$ cat src/rtl/jtag_pkg.sv
// Shared JTAG data-register constants: opcodes, DR lengths, memory geometry.
// The TAP's bypass wiring uses the same decode helper.
package jtag_pkg;

  localparam logic [3:0] IR_IDCODE   = 4'b0001;
  localparam logic [3:0] IR_USERDATA = 4'b0010;
  localparam logic [3:0] IR_MEMADDR  = 4'b0011;
  localparam logic [3:0] IR_MEMDATA  = 4'b0100;

  localparam int DR_LEN_IDCODE = 32;
  localparam int DR_LEN_USER   = 8;
  localparam int MEM_DEPTH     = 16;
  localparam int MEM_AW        = 4;
  localparam int MEM_DW        = 8;

  typedef enum logic [2:0] {
    DR_BYPASS,
    DR_IDCODE,
    DR_USERDATA,
    DR_MEMADDR,
    DR_MEMDATA
  } dr_sel_e;

  function automatic dr_sel_e decode_ir(input logic [3:0] ir);
    dr_sel_e sel;
    case (ir)
      IR_IDCODE:   sel = DR_IDCODE;
      IR_USERDATA: sel = DR_USERDATA;
      IR_MEMADDR:  sel = DR_MEMADDR;
      IR_MEMDATA:  sel = DR_MEMDATA;
      default:     sel = DR_BYPASS;
    endcase
    return sel;
  endfunction

endpackage

$ cat src/rtl/jtag_dr_regs_if.sv
// TAP-to-data-register signal bundle; the TAP drives, the DR block responds.
interface jtag_dr_regs_if;
  logic [3:0] ir_i;
  logic       tdi_i;
  logic       capture_i;
  logic       shift_i;
  logic       update_i;
  logic       tdo_o;
  logic       bypass_o;

  modport master (output ir_i, tdi_i, capture_i, shift_i, update_i,
                  input  tdo_o, bypass_o);
  modport slave  (input  ir_i, tdi_i, capture_i, shift_i, update_i,
                  output tdo_o, bypass_o);
endinterface

$ cat src/rtl/jtag_dr_mem.sv
// 16x8 debug memory with an auto-incrementing address counter.
// Only trst_ni clears the array; the synchronous clear touches the address alone.
module jtag_dr_mem
  import jtag_pkg::*;
(
  input  logic              tck_i,
  input  logic              trst_ni,
  input  logic              i_clr,
  input  logic              i_we,
  input  logic              i_ld_addr,
  input  logic [MEM_DW-1:0] i_wdata,
  input  logic [MEM_AW-1:0] i_addr_d,
  output logic [MEM_AW-1:0] o_addr,
  output logic [MEM_DW-1:0] o_rdata
);

  logic [MEM_DW-1:0] r_mem [MEM_DEPTH];
  logic [MEM_AW-1:0] r_addr;

  always_ff @(posedge tck_i or negedge trst_ni) begin
    if (!trst_ni) begin
      r_addr <= '0;
      for (int i = 0; i < MEM_DEPTH; i++) r_mem[i] <= '0;
    end else if (i_clr) begin
      r_addr <= '0;
    end else if (i_we) begin
      r_mem[r_addr] <= i_wdata;
      r_addr        <= r_addr + 1'b1;
    end else if (i_ld_addr) begin
      r_addr <= i_addr_d;
    end
  end

  assign o_addr  = r_addr;
  assign o_rdata = r_mem[r_addr];

endmodule

$ cat src/rtl/jtag_dr_regs.sv
// JTAG data registers: IDCODE, USERDATA, MEMADDR, MEMDATA sharing one 32-bit
// shift register. Capture beats shift beats update; reset_i beats all three.
module jtag_dr_regs
  import jtag_pkg::*;
#(
  parameter logic [31:0] IDCODE = 32'h1000_0CDF
) (
  input  logic                tck_i,
  input  logic                trst_ni,
  input  logic                reset_i,
  jtag_dr_regs_if.slave       tap,
  input  logic [7:0]          status_i,
  output logic [7:0]          data_o
);

  dr_sel_e           w_sel;
  logic              w_upd;
  logic              w_we;
  logic              w_ld_addr;
  logic [MEM_AW-1:0] w_addr;
  logic [MEM_DW-1:0] w_rdata;
  logic [31:0]       r_sr;
  logic [7:0]        r_data;

  assign w_sel        = decode_ir(tap.ir_i);
  assign tap.bypass_o = (w_sel == DR_BYPASS);
  assign tap.tdo_o    = tap.bypass_o ? 1'b0 : r_sr[0];

  assign w_upd     = tap.update_i & ~tap.capture_i & ~tap.shift_i & ~reset_i;
  assign w_we      = w_upd & (w_sel == DR_MEMDATA);
  assign w_ld_addr = w_upd & (w_sel == DR_MEMADDR);

  always_ff @(posedge tck_i or negedge trst_ni) begin
    if (!trst_ni) begin
      r_sr   <= '0;
      r_data <= '0;
    end else if (reset_i) begin
      r_sr   <= '0;
      r_data <= '0;
    end else if (w_sel != DR_BYPASS) begin
      if (tap.capture_i) begin
        case (w_sel)
          DR_IDCODE:   r_sr      <= IDCODE;
          DR_USERDATA: r_sr[7:0] <= status_i;
          DR_MEMADDR:  r_sr[7:0] <= {4'b0000, w_addr};
          DR_MEMDATA:  r_sr[7:0] <= w_rdata;
          default:     ;
        endcase
      end else if (tap.shift_i) begin
        // 8-bit DRs shift only the low byte so stale upper bits never reach tdo
        if (w_sel == DR_IDCODE) r_sr      <= {tap.tdi_i, r_sr[31:1]};
        else                    r_sr[7:0] <= {tap.tdi_i, r_sr[7:1]};
      end else if (tap.update_i && w_sel == DR_USERDATA) begin
        r_data <= r_sr[7:0];
      end
    end
  end

  assign data_o = r_data;

  jtag_dr_mem u_mem (
    .tck_i     (tck_i),
    .trst_ni   (trst_ni),
    .i_clr     (reset_i),
    .i_we      (w_we),
    .i_ld_addr (w_ld_addr),
    .i_wdata   (r_sr[7:0]),
    .i_addr_d  (r_sr[3:0]),
    .o_addr    (w_addr),
    .o_rdata   (w_rdata)
  );

endmodule

$ cat src/flat_wrapper.sv
// flat-port wrapper written by rule: the top's interface ports become plain ports
module jtag_dr_regs_flat import jtag_pkg::*;
#(
  parameter logic [31:0] IDCODE = 32'h1000_0CDF
)
  (tck_i, trst_ni, reset_i, status_i, data_o, tap_ir_i, tap_tdi_i, tap_capture_i, tap_shift_i, tap_update_i, tap_tdo_o, tap_bypass_o);
  jtag_dr_regs_if tap_i ();
  input  logic tck_i;
  input  logic trst_ni;
  input  logic reset_i;
  input  logic [7:0] status_i;
  output logic [7:0] data_o;
  input wire logic [$bits(tap_i.ir_i)-1:0] tap_ir_i;
  input wire logic [$bits(tap_i.tdi_i)-1:0] tap_tdi_i;
  input wire logic [$bits(tap_i.capture_i)-1:0] tap_capture_i;
  input wire logic [$bits(tap_i.shift_i)-1:0] tap_shift_i;
  input wire logic [$bits(tap_i.update_i)-1:0] tap_update_i;
  output wire logic [$bits(tap_i.tdo_o)-1:0] tap_tdo_o;
  output wire logic [$bits(tap_i.bypass_o)-1:0] tap_bypass_o;
  assign tap_i.ir_i = tap_ir_i;
  assign tap_i.tdi_i = tap_tdi_i;
  assign tap_i.capture_i = tap_capture_i;
  assign tap_i.shift_i = tap_shift_i;
  assign tap_i.update_i = tap_update_i;
  assign tap_tdo_o = tap_i.tdo_o;
  assign tap_bypass_o = tap_i.bypass_o;
  jtag_dr_regs #(.IDCODE(IDCODE)) u_core (.tck_i(tck_i), .trst_ni(trst_ni), .reset_i(reset_i), .tap(tap_i), .status_i(status_i), .data_o(data_o));
endmodule
$ cat config.mk
export PLATFORM = sky130hd
export DESIGN_NAME = jtag_dr_regs_flat
export DESIGN_NICKNAME = d
export VERILOG_FILES = /design/src/rtl/jtag_pkg.sv /design/src/rtl/jtag_dr_regs_if.sv /design/src/rtl/jtag_dr_mem.sv /design/src/rtl/jtag_dr_regs.sv /design/src/flat_wrapper.sv
export SDC_FILE = /design/constraint.sdc
export NUM_CORES = 1
export LEC_CHECK = 0
export BUFFER_PORTS_ARGS = -buffer_cell sky130_fd_sc_hd__buf_4
export CORE_ASPECT_RATIO = 0.5
export CORE_MARGIN = 4
export CORE_UTILIZATION = 62
export DETAILED_ROUTE_END_ITERATION = 12
export PLACE_DENSITY = 0.8
export SYNTH_ARGS = -nofsm -noshare
export SYNTH_HDL_FRONTEND = slang
export SYNTH_SLANG_ARGS = --single-unit
$ cat constraint.sdc
create_clock -name tck_i -period 2.65 [get_ports tck_i]
set_input_delay 0.3975 -clock tck_i [delete_from_list [all_inputs] [get_ports tck_i]]
set_output_delay 0.3975 -clock tck_i [all_outputs]
set_load 0.01 [all_outputs]
==> impl_metrics.py, run 1 <==
metrics = {
    "status": {
        "status": "finished, final reports clean",
    },
    "sta": {
        "slew_violations": 0,
        "finalCritPeriodShare_pct": 91.0,
        "setup_violations": 0,
        "hold_violations": 0,
        "setup_tns_ns": 0,
        "fmax_ghz": 0.415,
        "worstMarginPinSlew_ns": 0.848,
        "slew_headroom_pct": 42.0,
        "clock_skew_ns": 0.0141,
        "whs_ns": 0.234,
        "finalCriticalPeriod_ns": 2.41,
        "timing.final.ws_setup_ns": 0.239,
        "rsz0062_at_grt": "no",
    },
    "synthesis": {
        "synth_top_area_share_pct": 52.9,
        "syn_inst": 640,
        "synth-main-ff-cell": "dfrtp_1",
        "async_flop_share_pct": 100,
        "seq_area_frac_synth_pct": 52.9,
        "syn-mean-instance-area_sq_um": 12.7,
        "syn_nets": 663,
        "synth_edf_count": 0,
        "ys_warn_count": 0,
        "synthTopCellsByArea": "dfrtp_1 (53%), mux2_2 (18%), mux4_2 (5.3%)",
        "synth_area_sq_um": 8140,
        "yosysUniqueCellTypes": 55,
        "yosysTopAreaCell": "dfrtp_1",
        "synth_seq_cells": 172,
    },
    "floorplan": {
        "row_count": 29,
        "die_x_um": 170,
        "die_y_um": 89.0,
        "start_util_pct": 63.9,
        "core_sq_um": 12700,
        "io_pins": 29,
        "die_area_sq_um": 15100,
    },
    "power_and_ir_drop": {
        "leakage_uw": 0.00432,
        "ir_drop_v": 0.000318,
        "p_per_area_nw_per_um2": 580,
    },
    "drt": {
        "wire_per_inst_um": 21.7,
        "vias": 5294,
        "detail-route-antenna-nets": 0,
        "vias_per_cell": 6.29,
        "drt_wl_total_um": 18300,
        "drt_iter0_drc": 415,
        "drc": 0,
        "first_pass_iters": 8,
    },
    "global_routing": {
        "grt_max_degree": 69,
        "grt_usage_pct": 25.9,
        "gr-max-usage-layer": "met2",
        "antenna_found_initial": 0,
        "grt_pass1_wl_um": 29300,
        "gr-usage-met1_pct": 36.9,
        "grt_pass1_vias": 5267,
        "grt-ovfl-total": 0,
        "grt_util_met3_pct": 6.18,
        "use_met2_pct": 40.4,
    },
    "critical_path": {
        "slowest_stage": "dfrtp_2",
        "startpoint_type": "register",
        "arrival_ns": 2.73,
        "crit_required_ns": 2.97,
        "rrSetupSlack_ns": 0.24,
        "crit_chain": "buf_4, nor2b_1, a2111oi_0, a2111oi_0, o221ai_1, nand2_1",
        "cpMostUsedCell": "a2111oi_0",
        "cp-end-kind": "register",
        "cp_num_buf_inv": 1,
        "critPathTopFamily": "compound AO/OA/AOI/OAI gates",
        "worstSetupPathType": "reg2reg",
        "cp_max_fo": 19,
        "critPathMaxStageDelay_ns": 0.77,
    },
    "layout": {
        "fill_cells": 821,
        "multi_input_area_sq_um": 3610,
        "nets": 682,
        "fin_cells": 842,
        "layout.area.seq_sq_um": 4310,
        "final_core_util_pct": 71.5,
        "drive_above_1_share_pct": 37.1,
        "antennaDiodeCount": 0,
        "mostFrequentLayoutCell": "dfrtp_1",
        "layout_common_cells": "dfrtp_1 (171), mux2_2 (129), nand2_1 (72)",
        "syn_to_final_growth_pct": 11.9,
    },
    "min_path": {
        "hold_class": "in2reg",
    },
    "clock_tree": {
        "post_cts_buffers": 0,
        "h-tree-depth": 4,
        "numCtsBuffers": 17,
        "insertion_delay_ns": 0.43,
        "clock_path_buffers": 2,
        "cts_tree": "yes",
        "clk_pin_slew_ns": 0.07,
        "root_buffer": "clkbuf_16",
        "numClockSinks": 172,
    },
    "place": {
        "gp_congestion": 0.880,
        "place_ws_ns": 0.254,
        "port_buffers": 28,
        "post-dp-hpwl_um": 12100,
        "dpl.cell_count": 809,
    },
    "job": {
        "drv_cap": 0,
    },
}
[sequential cells by signal (all words and copies together) (netlist names)]
| register | count |
|---|---|
| u_core.data_o | 8 |
| u_core.r_sr | 32 |
| u_core.u_mem.r_mem | 128 |
| u_core.u_mem.o_addr | 4 |
[synthesized netlist by cell type (5+ instances only)]
master,number
a21oi_1,12
a2111oi_0,5
nand2_2,5
nor2b_1,7
mux2_1,6
clkbuf_1,30
buf_1,5
nand2_1,72
inv_1,5
nor2_1,22
buf_2,8
buf_4,5
mux2_2,129
mux4_2,19
a32oi_1,7
mux2i_1,33
dfrtp_1,172
o21ai_0,31
[path summary, 6_finish.rpt]
check | cells past startpoint | from | to
min in group asynchronous | 2 | trst_ni | u_core.u_mem.r_mem[91]$_DFFE_PN0P_
max in group asynchronous | 3 | trst_ni | u_core.u_mem.o_addr[0]$_DFFE_PN0P_
min | 3 | tap_tdi_i | u_core.r_sr[31]$_DFFE_PN0P_
min reg2reg | 2 | u_core.r_sr[24]$_DFFE_PN0P_ | u_core.r_sr[24]$_DFFE_PN0P_
max reg2reg | 6 | u_core.u_mem.o_addr[0]$_DFFE_PN0P_ | u_core.r_sr[4]$_DFFE_PN0P_
max | 6 | u_core.u_mem.o_addr[0]$_DFFE_PN0P_ | u_core.r_sr[4]$_DFFE_PN0P_
[metal layers]
layer / share of wire (%) / vias up
li1: - / 2358
met1: 46 / 2720
met2: 46 / 179
met3: 6.2 / 37
met4: 1.8 / 0
met5: 0 / -
[kinds of logic (layout without fill, tap and decap cells)]
group / Yosys count / count (layout) / share of synthesized area [%]
adders and majority gates: 4 / 4 / 0.615
DFF: 172 / 172 / 52.9
and+or+nand+nor: 136 / 136 / 8.46
AOI/OAI and AO/OA: 87 / 87 / 7.13
buffers and inverters: 53 / 85 / 2.80
xor gates and xnor gates: 1 / 1 / 0.108
muxes: 187 / 187 / 28.0
[area by class of cell]
cell class | instances | share of cell area [%]
clock buffer | 17 | 4.67
inverter | 5 | 0.206
clock inverter | 15 | 1.57
timing repair buffer | 48 | 4.30
sequential | 172 | 47.3
multi-input combinational | 415 | 39.6
tap | 170 | 2.34
[power breakdown]
group          internal [uW]  leakage, uW  switching, uW
sequential              2640      0.00240           41.5
clock                   1250     0.000281           1160
combinational           65.1      0.00164            128
total                   3950      0.00432           1330
[tightest hold or removal path: stages]
cell and delay (ns):
buf_4 0.12, nand2_1 0.04, o21ai_0 0.06
[metrics by stage]
stage	instance area (sq um)	total power, uW
floorplan	8140	2800
global placement	8530	2920
detailed placement	8530	2920
CTS	9110	5310
global route	9110	5470
finish	9110	5290
[repair_timing]
action                    in CTS  in global routing
resized for setup              0                  0
hold buffers                   1                  0
hold endpoints to repair      10                  0
No activity file was read; power rests on OpenSTA's default activity.
==> run 2, diff against run 1 <==
CORE_UTILIZATION = 45   (was 62)
PLACE_DENSITY = default   (was 0.8)
==> impl_metrics.py, run 2 (same netlist as run 1, synthesis figures left out) <==
metrics = {
    "critical_path": {
        "slowest_stage": "dfrtp_2",
        "crit_required_ns": 2.95,
        "critPathMaxStageDelay_ns": 0.67,
        "arrival_ns": 2.52,
        "crit_chain": "buf_12, buf_4, mux2i_1, a22oi_1, nand4_1, o2111ai_1, a32o_1",
        "cp_max_fo": 17,
        "cp-end-kind": "register",
        "r2r_start": "u_core.u_mem.o_addr[0]$_DFFE_PN0P_",
        "startpoint_type": "register",
        "crit_path_start": "u_core.u_mem.o_addr[0]$_DFFE_PN0P_",
        "worstSetupPathType": "reg2reg",
    },
    "sta": {
        "clock_skew_ns": 0.00842,
        "setup_tns_ns": 0,
        "finalCriticalPeriod_ns": 2.22,
        "slew_violations": 0,
        "timing.final.ws_setup_ns": 0.430,
        "rsz0062_at_grt": "no",
        "setup_violations": 0,
        "slew_headroom_pct": 37.6,
        "finalCritPeriodShare_pct": 83.8,
        "hold_violations": 0,
        "worstMarginPinSlew_ns": 0.937,
        "fmax_ghz": 0.450,
    },
    "layout": {
        "nets": 683,
        "drive_above_1_share_pct": 37.1,
        "syn_to_final_growth_pct": 13.6,
        "largest_reg_flops": 128,
        "regMostFlops": "u_core.u_mem.r_mem",
        "antennaDiodeCount": 0,
        "final_core_util_pct": 52.6,
        "fin_cells": 907,
        "mostFrequentLayoutCell": "dfrtp_1",
        "layout_common_cells": "dfrtp_1 (171), mux2_2 (129), nand2_1 (72)",
        "design_area_sq_um": 9250,
    },
    "place": {
        "port_buffers": 28,
        "post-dp-hpwl_um": 13200,
        "place_ws_ns": 0.321,
        "gp_congestion": 0.887,
        "placed_cell_area_sq_um": 8640,
        "dpl.cell_count": 874,
    },
    "global_routing": {
        "grt_pass1_vias": 5341,
        "grt_usage_pct": 20.4,
        "grt_pass1_wl_um": 31300,
        "grt-ovfl-total": 0,
        "grt_max_degree": 62,
        "antenna_found_initial": 0,
    },
    "clock_tree": {
        "insertion_delay_ns": 0.42,
        "cts_tree": "yes",
        "numCtsBuffers": 17,
        "h-tree-depth": 4,
        "numClockSinks": 172,
        "root_buffer": "clkbuf_16",
        "post_cts_buffers": 0,
        "clock_path_buffers": 2,
        "cts_resized": 0,
        "clk_pin_slew_ns": 0.07,
    },
    "min_path": {
        "hp-start": "tap_tdi_i",
        "hold_class": "in2reg",
    },
    "drt": {
        "drc": 0,
        "vias_per_cell": 5.76,
        "wire_per_inst_um": 21.8,
        "drt_iter0_drc": 413,
        "detail-route-antenna-nets": 0,
        "vias": 5226,
        "first_pass_iters": 5,
        "drt_wl_total_um": 19800,
    },
    "floorplan": {
        "die_area_sq_um": 20400,
        "start_util_pct": 46.3,
        "die_x_um": 198,
        "io_pins": 29,
        "die_y_um": 103,
        "row_count": 34,
        "core_sq_um": 17600,
    },
    "job": {
        "drv_cap": 0,
    },
    "power_and_ir_drop": {
        "ir_drop_v": 0.000391,
        "leakage_uw": 0.00435,
        "p_per_area_nw_per_um2": 587,
    },
    "status": {
        "status": "finished, final reports clean",
    },
}
## run 2: changes by cell type in the layout (fill, tap and decap cells not counted), sizes merged
cell and change:
buf +1, bufinv +2, clkbuf +1, inv -3
## run 2: power by group
group / internal, uW / switching (uW) / total, uW
clock: 1440 / 1110 / 2540
sequential: 2640 / 46.0 / 2680
combinational: 67.1 / 134 / 201
total: 4140 / 1290 / 5430
## run 2: metrics by stage
stage | hold WS, ns | power (uW)
global placement | 0.430 | 2930
CTS | 0.232 | 5470
global route | 0.249 | 5600
floorplan | 0.102 | 2800
finish | 0.245 | 5430
detailed placement | 0.429 | 2940
## run 2: critical path, delay by kind of cell (launching register included)
| family | cells | cell delay, ns |
|---|---|---|
| and+or+nand+nor | 1 | 0.13 |
| DFF | 1 | 0.67 |
| muxes | 1 | 0.27 |
| AOI/OAI and AO/OA | 3 | 0.59 |
| buffers and inverters | 2 | 0.43 |
## run 2: per-layer routing
metal  vias to the layer above  GRT usage, %  wire (um)
met5                         -             0          0
met1                      2729          29.2       9630
met4                         0          4.44        189
met2                       109          31.9       9010
li1                       2369             -          -
met3                        19          5.16        980
## run 2: path summary, 6_finish.rpt
path | endpoint | slack (ns) | cells past startpoint
min in group asynchronous | u_core.r_sr[12]$_DFFE_PN0P_ | 0.54 | 2
min reg2reg | u_core.r_sr[28]$_DFFE_PN0P_ | 0.48 | 2
max in group asynchronous | u_core.u_mem.r_mem[71]$_DFFE_PN0P_ | 1.38 | 3
min | u_core.r_sr[31]$_DFFE_PN0P_ | 0.25 | 3
max reg2reg | u_core.r_sr[7]$_DFFE_PN0P_ | 0.43 | 7
max | u_core.r_sr[7]$_DFFE_PN0P_ | 0.43 | 7
## run 2: area by class of cell
cell class | count | area (sq um)
Fill cell | 1513 | 8320
Multi-Input combinational cell | 415 | 3610
Inverter | 5 | 18.8
Clock buffer | 18 | 439
Tap cell | 234 | 293
Sequential cell | 172 | 4310
Timing Repair Buffer | 49 | 424
Clock inverter | 14 | 156
## run 2: what timing repair did
| item | CTS | global route |
|---|---|---|
| setup endpoints to repair | 0 | 0 |
| endpoints found under the hold margin | 59 | 0 |
| hold buffers | 1 | 0 |
==> run 3, diff against run 2 <==
clock period = 1.96 ns   (was 2.65 ns; I/O delays follow)
==> impl_metrics.py, run 3 (same netlist as run 1, synthesis figures left out) <==
metrics = {
    "status": {
        "status": "finished, final reports clean",
    },
    "clock_tree": {
        "h-tree-depth": 4,
        "cts_tree": "yes",
        "post_cts_buffers": 0,
        "insertion_delay_ns": 0.43,
        "numCtsBuffers": 17,
        "numClockSinks": 172,
        "root_buffer": "clkbuf_16",
        "clk_pin_slew_ns": 0.06,
        "clock_path_buffers": 2,
    },
    "drt": {
        "drc": 0,
        "drt_iter0_drc": 346,
        "detail-route-antenna-nets": 0,
        "drt_wl_total_um": 19600,
        "vias": 5320,
        "vias_per_cell": 5.61,
        "wire_per_inst_um": 20.7,
        "first_pass_iters": 4,
    },
    "critical_path": {
        "startpoint_type": "primary input",
        "arrival_ns": 1.62,
        "cpMostUsedCell": "buf_4",
        "cp-end-kind": "output port",
        "slowest_stage": "or3b_2",
        "crit_chain": "buf_4, or3b_2, a21oi_1, and2_1, buf_4",
        "critPathMaxStageDelay_ns": 0.51,
        "worstSetupPathType": "in2out",
        "crit_required_ns": 1.67,
        "cp_max_fo": 6,
    },
    "power_and_ir_drop": {
        "p_sw_uw": 1700,
        "p_per_area_nw_per_um2": 758,
        "leakage_uw": 0.00458,
        "clkPwrFrac_pct": 46.5,
        "seqPwrFrac_pct": 49.3,
        "power_frac_comb_pct": 4.2,
        "ir_drop_v": 0.000575,
        "p_int_uw": 5630,
        "switching_share_pct": 23.2,
    },
    "layout": {
        "regMostFlops": "u_core.u_mem.r_mem",
        "layout_common_cells": "dfrtp_1 (170), mux2_2 (129), buf_4 (79)",
        "syn_to_final_growth_pct": 19.0,
        "mostFrequentLayoutCell": "dfrtp_1",
        "drive_above_1_share_pct": 42.3,
        "largest_reg_flops": 128,
        "antennaDiodeCount": 0,
        "fill_cells": 1460,
        "nets": 725,
    },
    "sta": {
        "setup_violations": 0,
        "slew_violations": 0,
        "worstMarginPinSlew_ns": 0.807,
        "slew_headroom_pct": 46.2,
        "whs_ns": 0.153,
        "fmax_ghz": 0.523,
        "timing.final.ws_setup_ns": 0.0487,
        "finalCritPeriodShare_pct": 97.5,
        "rsz0062_at_grt": "no",
        "clock_skew_ns": 0.0107,
        "finalCriticalPeriod_ns": 1.91,
        "hold_violations": 0,
    },
    "floorplan": {
        "row_count": 34,
        "start_util_pct": 46.3,
        "die_x_um": 198,
        "die_y_um": 103,
        "die_area_sq_um": 20400,
        "core_sq_um": 17600,
        "io_pins": 29,
    },
    "place": {
        "place_ws_ns": -0.152,
        "gp_congestion": 0.905,
        "port_buffers": 28,
        "post-dp-hpwl_um": 13600,
    },
    "global_routing": {
        "grt_max_degree": 53,
        "grt-ovfl-total": 0,
        "grt_pass1_vias": 5360,
        "antenna_found_initial": 0,
        "grt_usage_pct": 20.4,
        "grt_pass1_wl_um": 31100,
    },
    "min_path": {
        "hold_class": "in2reg",
    },
    "job": {
        "drv_cap": 0,
    },
}
run 3: per-stage QoR:
stage	area, sq um	instances	power [uW]	TNS, ns	utilization (%)
global route	9680	948	7600	0	55.1
CTS	9660	948	7410	0	55.0
floorplan	8180	640	3780	0	-
finish	9680	948	7330	0	55.1
global placement	9050	916	3990	-9.77	51.5
detailed placement	9050	916	3990	-8.25	51.5
run 3: layout make-up:
cell class                 count  area [sq um]  share of cell area, %
clock buffer                  19           453                   4.68
clock inverter                12           139                   1.43
timing repair buffer          91           815                   8.41
tap                          234           293                   3.02
multi-input combinational    415          3660                   37.8
inverter                       5          18.8                  0.194
sequential                   172          4310                   44.5
run 3: worst paths after layout:
| check | startpoint | to | slack (ns) | cells after the start |
|---|---|---|---|---|
| worst max-delay path | tap_ir_i[1] | tap_tdo_o | 0.05 | 5 |
| worst min-delay path | tap_tdi_i | u_core.r_sr[31]$_DFFE_PN0P_ | 0.15 | 3 |
| worst max register to register | u_core.u_mem.o_addr[0]$_DFFE_PN0P_ | u_core.r_sr[7]$_DFFE_PN0P_ | 0.06 | 5 |
| worst min register to register | u_core.r_sr[9]$_DFFE_PN0P_ | u_core.r_sr[9]$_DFFE_PN0P_ | 0.48 | 2 |
| max in group asynchronous | trst_ni | u_core.u_mem.r_mem[81]$_DFFE_PN0P_ | 0.92 | 3 |
| min in group asynchronous | trst_ni | u_core.r_sr[30]$_DFFE_PN0P_ | 0.40 | 2 |
run 3: power groups by stage:
stage,Combinational [uW],Clock [uW],Sequential [uW]
2_1_floorplan,140,0,3640
3_3_place_gp,304,0,3680
3_5_place_dp,307,0,3680
4_1_cts,310,3480,3620
5_1_grt,342,3640,3620
6_report,305,3410,3620
run 3: worst max-delay path: cells and delay by family:
| family | cells | cell delay [ns] |
|---|---|---|
| AO/OA/AOI/OAI | 1 | 0.25 |
| buffers and inverters | 2 | 0.30 |
| AND/OR/NAND/NOR | 2 | 0.78 |
run 3: layer usage:
metal	global-route usage, %	vias up	wire length [um]
met1	29.2	2746	9520
met3	5.88	19	1070
li1	-	2442	-
met4	5.71	0	240
met2	30.9	113	8780
met5	0	-	0
run 3: what timing repair did:
| action | in CTS | in global routing |
|---|---|---|
| endpoints found under the hold margin | 49 | 0 |
| setup endpoints to repair | 2 | 6 |
| resized for setup | 2 | 6 |
| hold buffers | 1 | 0 |
